**src/rtl/branch_pkg.sv**
```systemverilog
// Shared types and constants for the branch resolve unit and its BHT.
package branch_pkg;

    // Conditional-branch funct3 encodings; 010 and 011 are illegal.
    typedef enum logic [2:0] {
        F3_BEQ  = 3'b000,
        F3_BNE  = 3'b001,
        F3_BLT  = 3'b100,
        F3_BGE  = 3'b101,
        F3_BLTU = 3'b110,
        F3_BGEU = 3'b111
    } funct3_e;

    // Weakly not-taken.
    localparam logic [1:0]  BHT_RESET_VAL = 2'b01;
    localparam logic [31:0] PC_INC        = 32'd4;

endpackage

```
**src/rtl/branch_resolve_unit_if.sv**
```systemverilog
// Bundles the IF prediction, EX resolve, redirect and statistics signals.
interface branch_resolve_unit_if;

    logic        if_is_branch_i;
    logic [31:0] if_pc_i;
    logic        if_pred_taken_o;

    logic        ex_valid_i;
    logic        ex_stall_i;
    logic [2:0]  ex_funct3_i;
    logic [31:0] ex_pc_i;
    logic [31:0] ex_target_i;
    logic        ex_pred_taken_i;

    logic        br_less_i;
    logic        br_equal_i;
    logic        br_unsigned_o;

    logic        redirect_valid_o;
    logic [31:0] redirect_pc_o;
    logic        flush_o;

    logic [31:0] branch_cnt_o;
    logic [31:0] mispred_cnt_o;

    // Pipeline side: drives IF/EX/comparator inputs, consumes results.
    modport master (
        output if_is_branch_i, if_pc_i,
        output ex_valid_i, ex_stall_i, ex_funct3_i, ex_pc_i, ex_target_i, ex_pred_taken_i,
        output br_less_i, br_equal_i,
        input  if_pred_taken_o, br_unsigned_o,
        input  redirect_valid_o, redirect_pc_o, flush_o,
        input  branch_cnt_o, mispred_cnt_o
    );

    // Branch resolve unit side.
    modport slave (
        input  if_is_branch_i, if_pc_i,
        input  ex_valid_i, ex_stall_i, ex_funct3_i, ex_pc_i, ex_target_i, ex_pred_taken_i,
        input  br_less_i, br_equal_i,
        output if_pred_taken_o, br_unsigned_o,
        output redirect_valid_o, redirect_pc_o, flush_o,
        output branch_cnt_o, mispred_cnt_o
    );

endinterface

```
**src/rtl/bht_2bit.sv**
```systemverilog
// Branch history table of 2-bit saturating counters: async read, one update port.
module bht_2bit
    import branch_pkg::*;
#(
    parameter int unsigned BHT_DEPTH = 64,
    localparam int unsigned IDX_W    = $clog2(BHT_DEPTH)
) (
    input  logic             clk_i,
    input  logic             rst_ni,

    input  logic [IDX_W-1:0] rd_idx_i,
    output logic             rd_taken_o,

    input  logic             upd_en_i,
    input  logic [IDX_W-1:0] upd_idx_i,
    input  logic             upd_taken_i
);

    logic [1:0] ctr_q [BHT_DEPTH];
    logic [1:0] ctr_d [BHT_DEPTH];

    // Read sees the registered value, so a same-cycle update is not bypassed.
    assign rd_taken_o = ctr_q[rd_idx_i][1];

    // Saturating increment on taken, decrement on not-taken.
    always_comb begin
        ctr_d = ctr_q;
        if (upd_en_i) begin
            if (upd_taken_i) begin
                if (ctr_q[upd_idx_i] != 2'b11) begin
                    ctr_d[upd_idx_i] = ctr_q[upd_idx_i] + 2'd1;
                end
            end else begin
                if (ctr_q[upd_idx_i] != 2'b00) begin
                    ctr_d[upd_idx_i] = ctr_q[upd_idx_i] - 2'd1;
                end
            end
        end
    end

    // Counter array state.
    always_ff @(posedge clk_i or negedge rst_ni) begin
        if (!rst_ni) begin
            ctr_q <= '{default: BHT_RESET_VAL};
        end else begin
            ctr_q <= ctr_d;
        end
    end

endmodule

```
**src/rtl/branch_resolve_unit.sv**
```systemverilog
// EX-stage branch resolution: outcome decode, mispredict redirect, BHT and statistics.
module branch_resolve_unit
    import branch_pkg::*;
#(
    parameter int unsigned BHT_DEPTH = 64,
    localparam int unsigned IDX_W    = $clog2(BHT_DEPTH)
) (
    input  logic                 clk_i,
    input  logic                 rst_ni,
    branch_resolve_unit_if.slave bus_io
);

    logic        taken;
    logic        legal;
    logic        resolve;
    logic        mispred;

    logic        redirect_valid_q, redirect_valid_d;
    logic [31:0] redirect_pc_q, redirect_pc_d;
    logic [31:0] branch_cnt_q, branch_cnt_d;
    logic [31:0] mispred_cnt_q, mispred_cnt_d;

    logic        bht_rd_taken;
    logic        unused_pc_bits;

    // Only the BHT index bits of the IF PC matter here.
    assign unused_pc_bits = ^{bus_io.if_pc_i[31:IDX_W+2], bus_io.if_pc_i[1:0]};

    // funct3[1] distinguishes the unsigned compares and is harmless for BEQ/BNE.
    assign bus_io.br_unsigned_o = bus_io.ex_funct3_i[1];

    // Decode funct3 and comparator flags into a taken outcome.
    always_comb begin
        taken = 1'b0;
        legal = 1'b1;
        unique case (bus_io.ex_funct3_i)
            F3_BEQ:          taken = bus_io.br_equal_i;
            F3_BNE:          taken = !bus_io.br_equal_i;
            F3_BLT, F3_BLTU: taken = bus_io.br_less_i;
            F3_BGE, F3_BGEU: taken = !bus_io.br_less_i;
            default:         legal = 1'b0;
        endcase
    end

    // While a redirect is out, EX holds a wrong-path instruction and is ignored.
    assign resolve = bus_io.ex_valid_i && !bus_io.ex_stall_i && !redirect_valid_q && legal;
    assign mispred = resolve && (taken != bus_io.ex_pred_taken_i);

    // Next-state for the redirect pulse and the statistics counters.
    always_comb begin
        redirect_valid_d = mispred;
        redirect_pc_d    = redirect_pc_q;
        branch_cnt_d     = branch_cnt_q;
        mispred_cnt_d    = mispred_cnt_q;
        if (resolve) begin
            branch_cnt_d = branch_cnt_q + 32'd1;
        end
        if (mispred) begin
            mispred_cnt_d = mispred_cnt_q + 32'd1;
            redirect_pc_d = taken ? bus_io.ex_target_i : bus_io.ex_pc_i + PC_INC;
        end
    end

    // Registered redirect and statistics state.
    always_ff @(posedge clk_i or negedge rst_ni) begin
        if (!rst_ni) begin
            redirect_valid_q <= 1'b0;
            redirect_pc_q    <= 32'd0;
            branch_cnt_q     <= 32'd0;
            mispred_cnt_q    <= 32'd0;
        end else begin
            redirect_valid_q <= redirect_valid_d;
            redirect_pc_q    <= redirect_pc_d;
            branch_cnt_q     <= branch_cnt_d;
            mispred_cnt_q    <= mispred_cnt_d;
        end
    end

    assign bus_io.redirect_valid_o = redirect_valid_q;
    assign bus_io.flush_o          = redirect_valid_q;
    assign bus_io.redirect_pc_o    = redirect_pc_q;
    assign bus_io.branch_cnt_o     = branch_cnt_q;
    assign bus_io.mispred_cnt_o    = mispred_cnt_q;
    assign bus_io.if_pred_taken_o  = bus_io.if_is_branch_i && bht_rd_taken;

    bht_2bit #(
        .BHT_DEPTH (BHT_DEPTH)
    ) u_bht (
        .clk_i       (clk_i),
        .rst_ni      (rst_ni),
        .rd_idx_i    (bus_io.if_pc_i[IDX_W+1:2]),
        .rd_taken_o  (bht_rd_taken),
        .upd_en_i    (resolve),
        .upd_idx_i   (bus_io.ex_pc_i[IDX_W+1:2]),
        .upd_taken_i (taken)
    );

endmodule
```
**src/flat_wrapper.sv**
```systemverilog
// flat-port wrapper written by rule: the top's interface ports become plain ports
module branch_resolve_unit_flat import branch_pkg::*;
#(
    parameter int unsigned BHT_DEPTH = 64,
    localparam int unsigned IDX_W    = $clog2(BHT_DEPTH)
)
  (clk_i, rst_ni, bus_io_if_is_branch_i, bus_io_if_pc_i, bus_io_ex_valid_i, bus_io_ex_stall_i, bus_io_ex_funct3_i, bus_io_ex_pc_i, bus_io_ex_target_i, bus_io_ex_pred_taken_i, bus_io_br_less_i, bus_io_br_equal_i, bus_io_if_pred_taken_o, bus_io_br_unsigned_o, bus_io_redirect_valid_o, bus_io_redirect_pc_o, bus_io_flush_o, bus_io_branch_cnt_o, bus_io_mispred_cnt_o);
  branch_resolve_unit_if bus_io_i ();
  input  logic clk_i;
  input  logic rst_ni;
  input wire logic [$bits(bus_io_i.if_is_branch_i)-1:0] bus_io_if_is_branch_i;
  input wire logic [$bits(bus_io_i.if_pc_i)-1:0] bus_io_if_pc_i;
  input wire logic [$bits(bus_io_i.ex_valid_i)-1:0] bus_io_ex_valid_i;
  input wire logic [$bits(bus_io_i.ex_stall_i)-1:0] bus_io_ex_stall_i;
  input wire logic [$bits(bus_io_i.ex_funct3_i)-1:0] bus_io_ex_funct3_i;
  input wire logic [$bits(bus_io_i.ex_pc_i)-1:0] bus_io_ex_pc_i;
  input wire logic [$bits(bus_io_i.ex_target_i)-1:0] bus_io_ex_target_i;
  input wire logic [$bits(bus_io_i.ex_pred_taken_i)-1:0] bus_io_ex_pred_taken_i;
  input wire logic [$bits(bus_io_i.br_less_i)-1:0] bus_io_br_less_i;
  input wire logic [$bits(bus_io_i.br_equal_i)-1:0] bus_io_br_equal_i;
  output wire logic [$bits(bus_io_i.if_pred_taken_o)-1:0] bus_io_if_pred_taken_o;
  output wire logic [$bits(bus_io_i.br_unsigned_o)-1:0] bus_io_br_unsigned_o;
  output wire logic [$bits(bus_io_i.redirect_valid_o)-1:0] bus_io_redirect_valid_o;
  output wire logic [$bits(bus_io_i.redirect_pc_o)-1:0] bus_io_redirect_pc_o;
  output wire logic [$bits(bus_io_i.flush_o)-1:0] bus_io_flush_o;
  output wire logic [$bits(bus_io_i.branch_cnt_o)-1:0] bus_io_branch_cnt_o;
  output wire logic [$bits(bus_io_i.mispred_cnt_o)-1:0] bus_io_mispred_cnt_o;
  assign bus_io_i.if_is_branch_i = bus_io_if_is_branch_i;
  assign bus_io_i.if_pc_i = bus_io_if_pc_i;
  assign bus_io_i.ex_valid_i = bus_io_ex_valid_i;
  assign bus_io_i.ex_stall_i = bus_io_ex_stall_i;
  assign bus_io_i.ex_funct3_i = bus_io_ex_funct3_i;
  assign bus_io_i.ex_pc_i = bus_io_ex_pc_i;
  assign bus_io_i.ex_target_i = bus_io_ex_target_i;
  assign bus_io_i.ex_pred_taken_i = bus_io_ex_pred_taken_i;
  assign bus_io_i.br_less_i = bus_io_br_less_i;
  assign bus_io_i.br_equal_i = bus_io_br_equal_i;
  assign bus_io_if_pred_taken_o = bus_io_i.if_pred_taken_o;
  assign bus_io_br_unsigned_o = bus_io_i.br_unsigned_o;
  assign bus_io_redirect_valid_o = bus_io_i.redirect_valid_o;
  assign bus_io_redirect_pc_o = bus_io_i.redirect_pc_o;
  assign bus_io_flush_o = bus_io_i.flush_o;
  assign bus_io_branch_cnt_o = bus_io_i.branch_cnt_o;
  assign bus_io_mispred_cnt_o = bus_io_i.mispred_cnt_o;
  branch_resolve_unit #(.BHT_DEPTH(BHT_DEPTH)) u_core (.clk_i(clk_i), .rst_ni(rst_ni), .bus_io(bus_io_i));
endmodule
```
**config.mk**
```make
export PLATFORM = sky130hd
export DESIGN_NAME = branch_resolve_unit_flat
export DESIGN_NICKNAME = d
export VERILOG_FILES = /design/src/rtl/branch_pkg.sv /design/src/rtl/branch_resolve_unit_if.sv /design/src/rtl/bht_2bit.sv /design/src/rtl/branch_resolve_unit.sv /design/src/flat_wrapper.sv
export SDC_FILE = /design/constraint.sdc
export NUM_CORES = 1
export LEC_CHECK = 0
export CAP_MARGIN = 10
export CORE_UTILIZATION = 58
export CTS_CLUSTER_SIZE = 8
export DETAILED_ROUTE_END_ITERATION = 16
export HOLD_SLACK_MARGIN = 0.05
export PLACE_DENSITY_LB_ADDON = 0.08
export SYNTH_ARGS = -nofsm -noshare
export SYNTH_HDL_FRONTEND = slang
export SYNTH_SLANG_ARGS = --single-unit
```
**constraint.sdc**
```tcl
create_clock -name clk_i -period 7.5 [get_ports clk_i]
set_input_delay 1.125 -clock clk_i [delete_from_list [all_inputs] [get_ports clk_i]]
set_output_delay 1.125 -clock clk_i [all_outputs]
set_load 0.05 [all_outputs]
```
==> metrics.md <==
| Metric | Value |
|---|---|
| Most frequent cells in the layout | 177 x clkdlybuf4s50_1, 161 x dfrtp_1, 138 x mux2_2 |
| Post-synth cell types | 67 |
| Setup-failing EPs final | 0 |
| Max Freq | 0.179 GHz |
| Initial DRC count | 691 |
| Reg2reg path depth | 12 |
| Max Cap Viol | 0 |
| DRT Wirelength | 34200 µm |
| Die height | 148 µm |
| Vias in the first global route | 9651 |
| Crit path buf inv count | 2 |
| Overflow after GRT | 0 |
| Pin count of the biggest net entering global routing | 80 |
| Antenna Nets Post-Route | 0 |
| CP Depth | 7 |
| Via density | 6.24 |
| Cts bufs inserted | 34 |
| P per Cell Area | 254 mW/mm² |
| Num rows | 53 |
| Clk sinks | 225 |
| Mapped Cells | 1078 |
| Chip width | 148 µm |
| Total track usage | 0.321 |
| Hpwl dp | 23200 µm |
| Worst path slowest cell | clkdlybuf4s50_1 |
| Worst Hold Class | flip-flop to flip-flop |
| Router iterations before antenna repair | 5 |
| Critical Path End Type | output pin |
| Outcome | finished, final reports clean |
| Skew final | 0.0168 ns |
| Seq cells post-synth | 225 |
| CP Class | primary input to output pin |
| Initial Utilization | 0.590 |
| CP most frequent cell | clkdlybuf4s50_1 |
| Top FF cell, synth | dfrtp_1 |
| Final min period | 5.58 ns |
| Num ports | 207 |
| WL/cell | 22.2 µm |
| Crit path max-delay family | buffers and inverters |
| Crit-path cells | clkdlybuf4s50_1 -> mux4_2 -> mux2i_1 -> a21oi_1 -> a22oi_1 -> o21ai_0 -> clkdlybuf4s50_1 |
| Worst skew pair latency | 0.50 ns |
| Final hold vios | 0 |
| Max IR drop VDD | 183 µV |
| Post-synth EDFFs | 0 |
| Core area | 0.0210 mm² |
| RSZ-0062 raised after global routing | no |
| Startpoint Class | primary input |
| Clock Tree Root | clkbuf_16 |
| Seq/Total Area, Yosys | 0.460 |
| Port Buffers | 180 |
| Worst Path Required | 6.38 ns |
| Final TNS setup | 0 ns |
| Proportion of layout cells with a drive suffix above 1 | 0.262 |
| Slew Viols, Final | 0 |
| Lkg Pwr | 6.53 nW |
| Post-route insts no fill | 1544 |
| Vias | 9628 |
| Max Root-Sink Buffers | 3 |
| Die area | 0.0220 mm² |
| CTS tree | built |
| Hold Crit Depth | 2 |
| Fin nets | 1357 |
| Async S/R FF share, synth | 1.00 |
| Placer Congestion | 0.904 |
| Mapped Area | 0.0124 mm² |
| First-pass GRT wire length | 54400 µm |
| Area growth syn-to-layout | 24.4% |
| # DRC | 0 |
| Cells after DPL | 1484 |
| Synth Area per Inst | 11.5 µm² |
| CP Max Fanout | 16 |
| Setup Buffers After CTS | 0 |
| Worst Max-Slew Pin Slew | 1.17 ns |
| Yosys warns | 0 |
| WP data arrival | 4.46 ns |
| Rel. slew slack | 0.211 |
| Net Count, Synth | 1190 |
| Critical Path Max Stage Delay | 1.21 ns |
| Clk slew on worst S/H paths | 0.05 ns |
| CTS HTree Levels | 2 |
| Crit share post-route | 0.744 |
| Leading cell type in the layout, fill and taps excluded | clkdlybuf4s50_1 |
| CTS resizes | 0 |
| Initial antenna violation count | 1 |
| CTS Hold Bufs | 0 |
metal layers:
layer | GRT usage | wire (µm)
met3 | 0.0586 | 2830
met4 | 0.106 | 847
met5 | 0 | 0
met2 | 0.521 | 16500
met1 | 0.437 | 14000
metrics by stage:
step                hold WS (ns)  power (mW)  worst slack (ns)  cell area (µm²)   util
finish                     0.468        3.92              1.92            15400  0.734
global route               0.486        4.07              1.82            15400  0.734
CTS                        0.472        3.94              1.95            15400  0.734
detailed placement         0.464        2.50              1.57            14400  0.686
global placement           0.456        2.48              1.69            14400  0.686
floorplan                  0.446        2.11              2.92            12400      -
synth_stat cells (all sizes together), types with 14 or more instances:
cell type,instances,area [µm²]
and4,14,123
buf,37,201
clkbuf,35,133
dfrtp,161,4030
dfstp,64,1680
mux2,139,1570
mux2i,34,340
mux4,36,811
nand2,109,409
nand3,40,200
nand4,46,288
nor2,26,97.6
nor2b,15,93.8
nor3,25,125
o21ai,44,220
xnor2,38,340
xor2,51,447
path summary, 6_finish.rpt:
path | startpoint | to | slack, ns
setup / recovery | bus_io_if_pc_i[3] | bus_io_if_pred_taken_o | 1.92
hold / removal | flip-flop | flip-flop | 0.47
setup reg to reg | u_core.u_bht.ctr_q[53] | u_core.u_bht.ctr_q[111] | 3.16
hold reg to reg | flip-flop | flip-flop | 0.47
max in group asynchronous | rst_ni | u_core.u_bht.ctr_q[37] | 5.43
min in group asynchronous | rst_ni | u_core.bus_io.branch_cnt_o[27] | 0.59
area by class of cell:
cell class	instances	area, µm²
well taps	275	344
flip-flops and latches	225	5710
clock buffers	58	1000
repair buffers	203	1970
fillers	1481	5590
multi-input cells	768	6340
diodes	1	2.50
inverters	13	48.8
clock inverters	1	8.76
tightest hold or removal path: cells and delay by family (launching register included):
kind,cells,cell delay (ns)
mux,1,0.06
buf+inv,1,0.04
flops,1,0.36
cells by family (layout without fill, tap and decap cells):
kind of cell / Yosys count / count (layout) / share of synthesized area
AO/OA/AOI/OAI: 112 / 112 / 0.0670
XOR/XNOR: 89 / 89 / 0.0634
adder cells (fa/ha/maj): 5 / 5 / 0.00504
buffers and inverters: 85 / 275 / 0.0309
flip-flops: 225 / 225 / 0.460
multiplexers: 209 / 209 / 0.219
other: 0 / 1 / 0
AND/OR/NAND/NOR: 353 / 353 / 0.154
where the power goes:
| part | switching, mW | total [mW] | internal (mW) |
|---|---|---|---|
| Sequential | 0.105 | 1.48 | 1.37 |
| Clock | 0.530 | 1.43 | 0.903 |
| Combinational | 0.644 | 1.01 | 0.365 |
| Total | 1.28 | 3.92 | 2.64 |
Note: power is estimated with default switching activity, not from simulation.
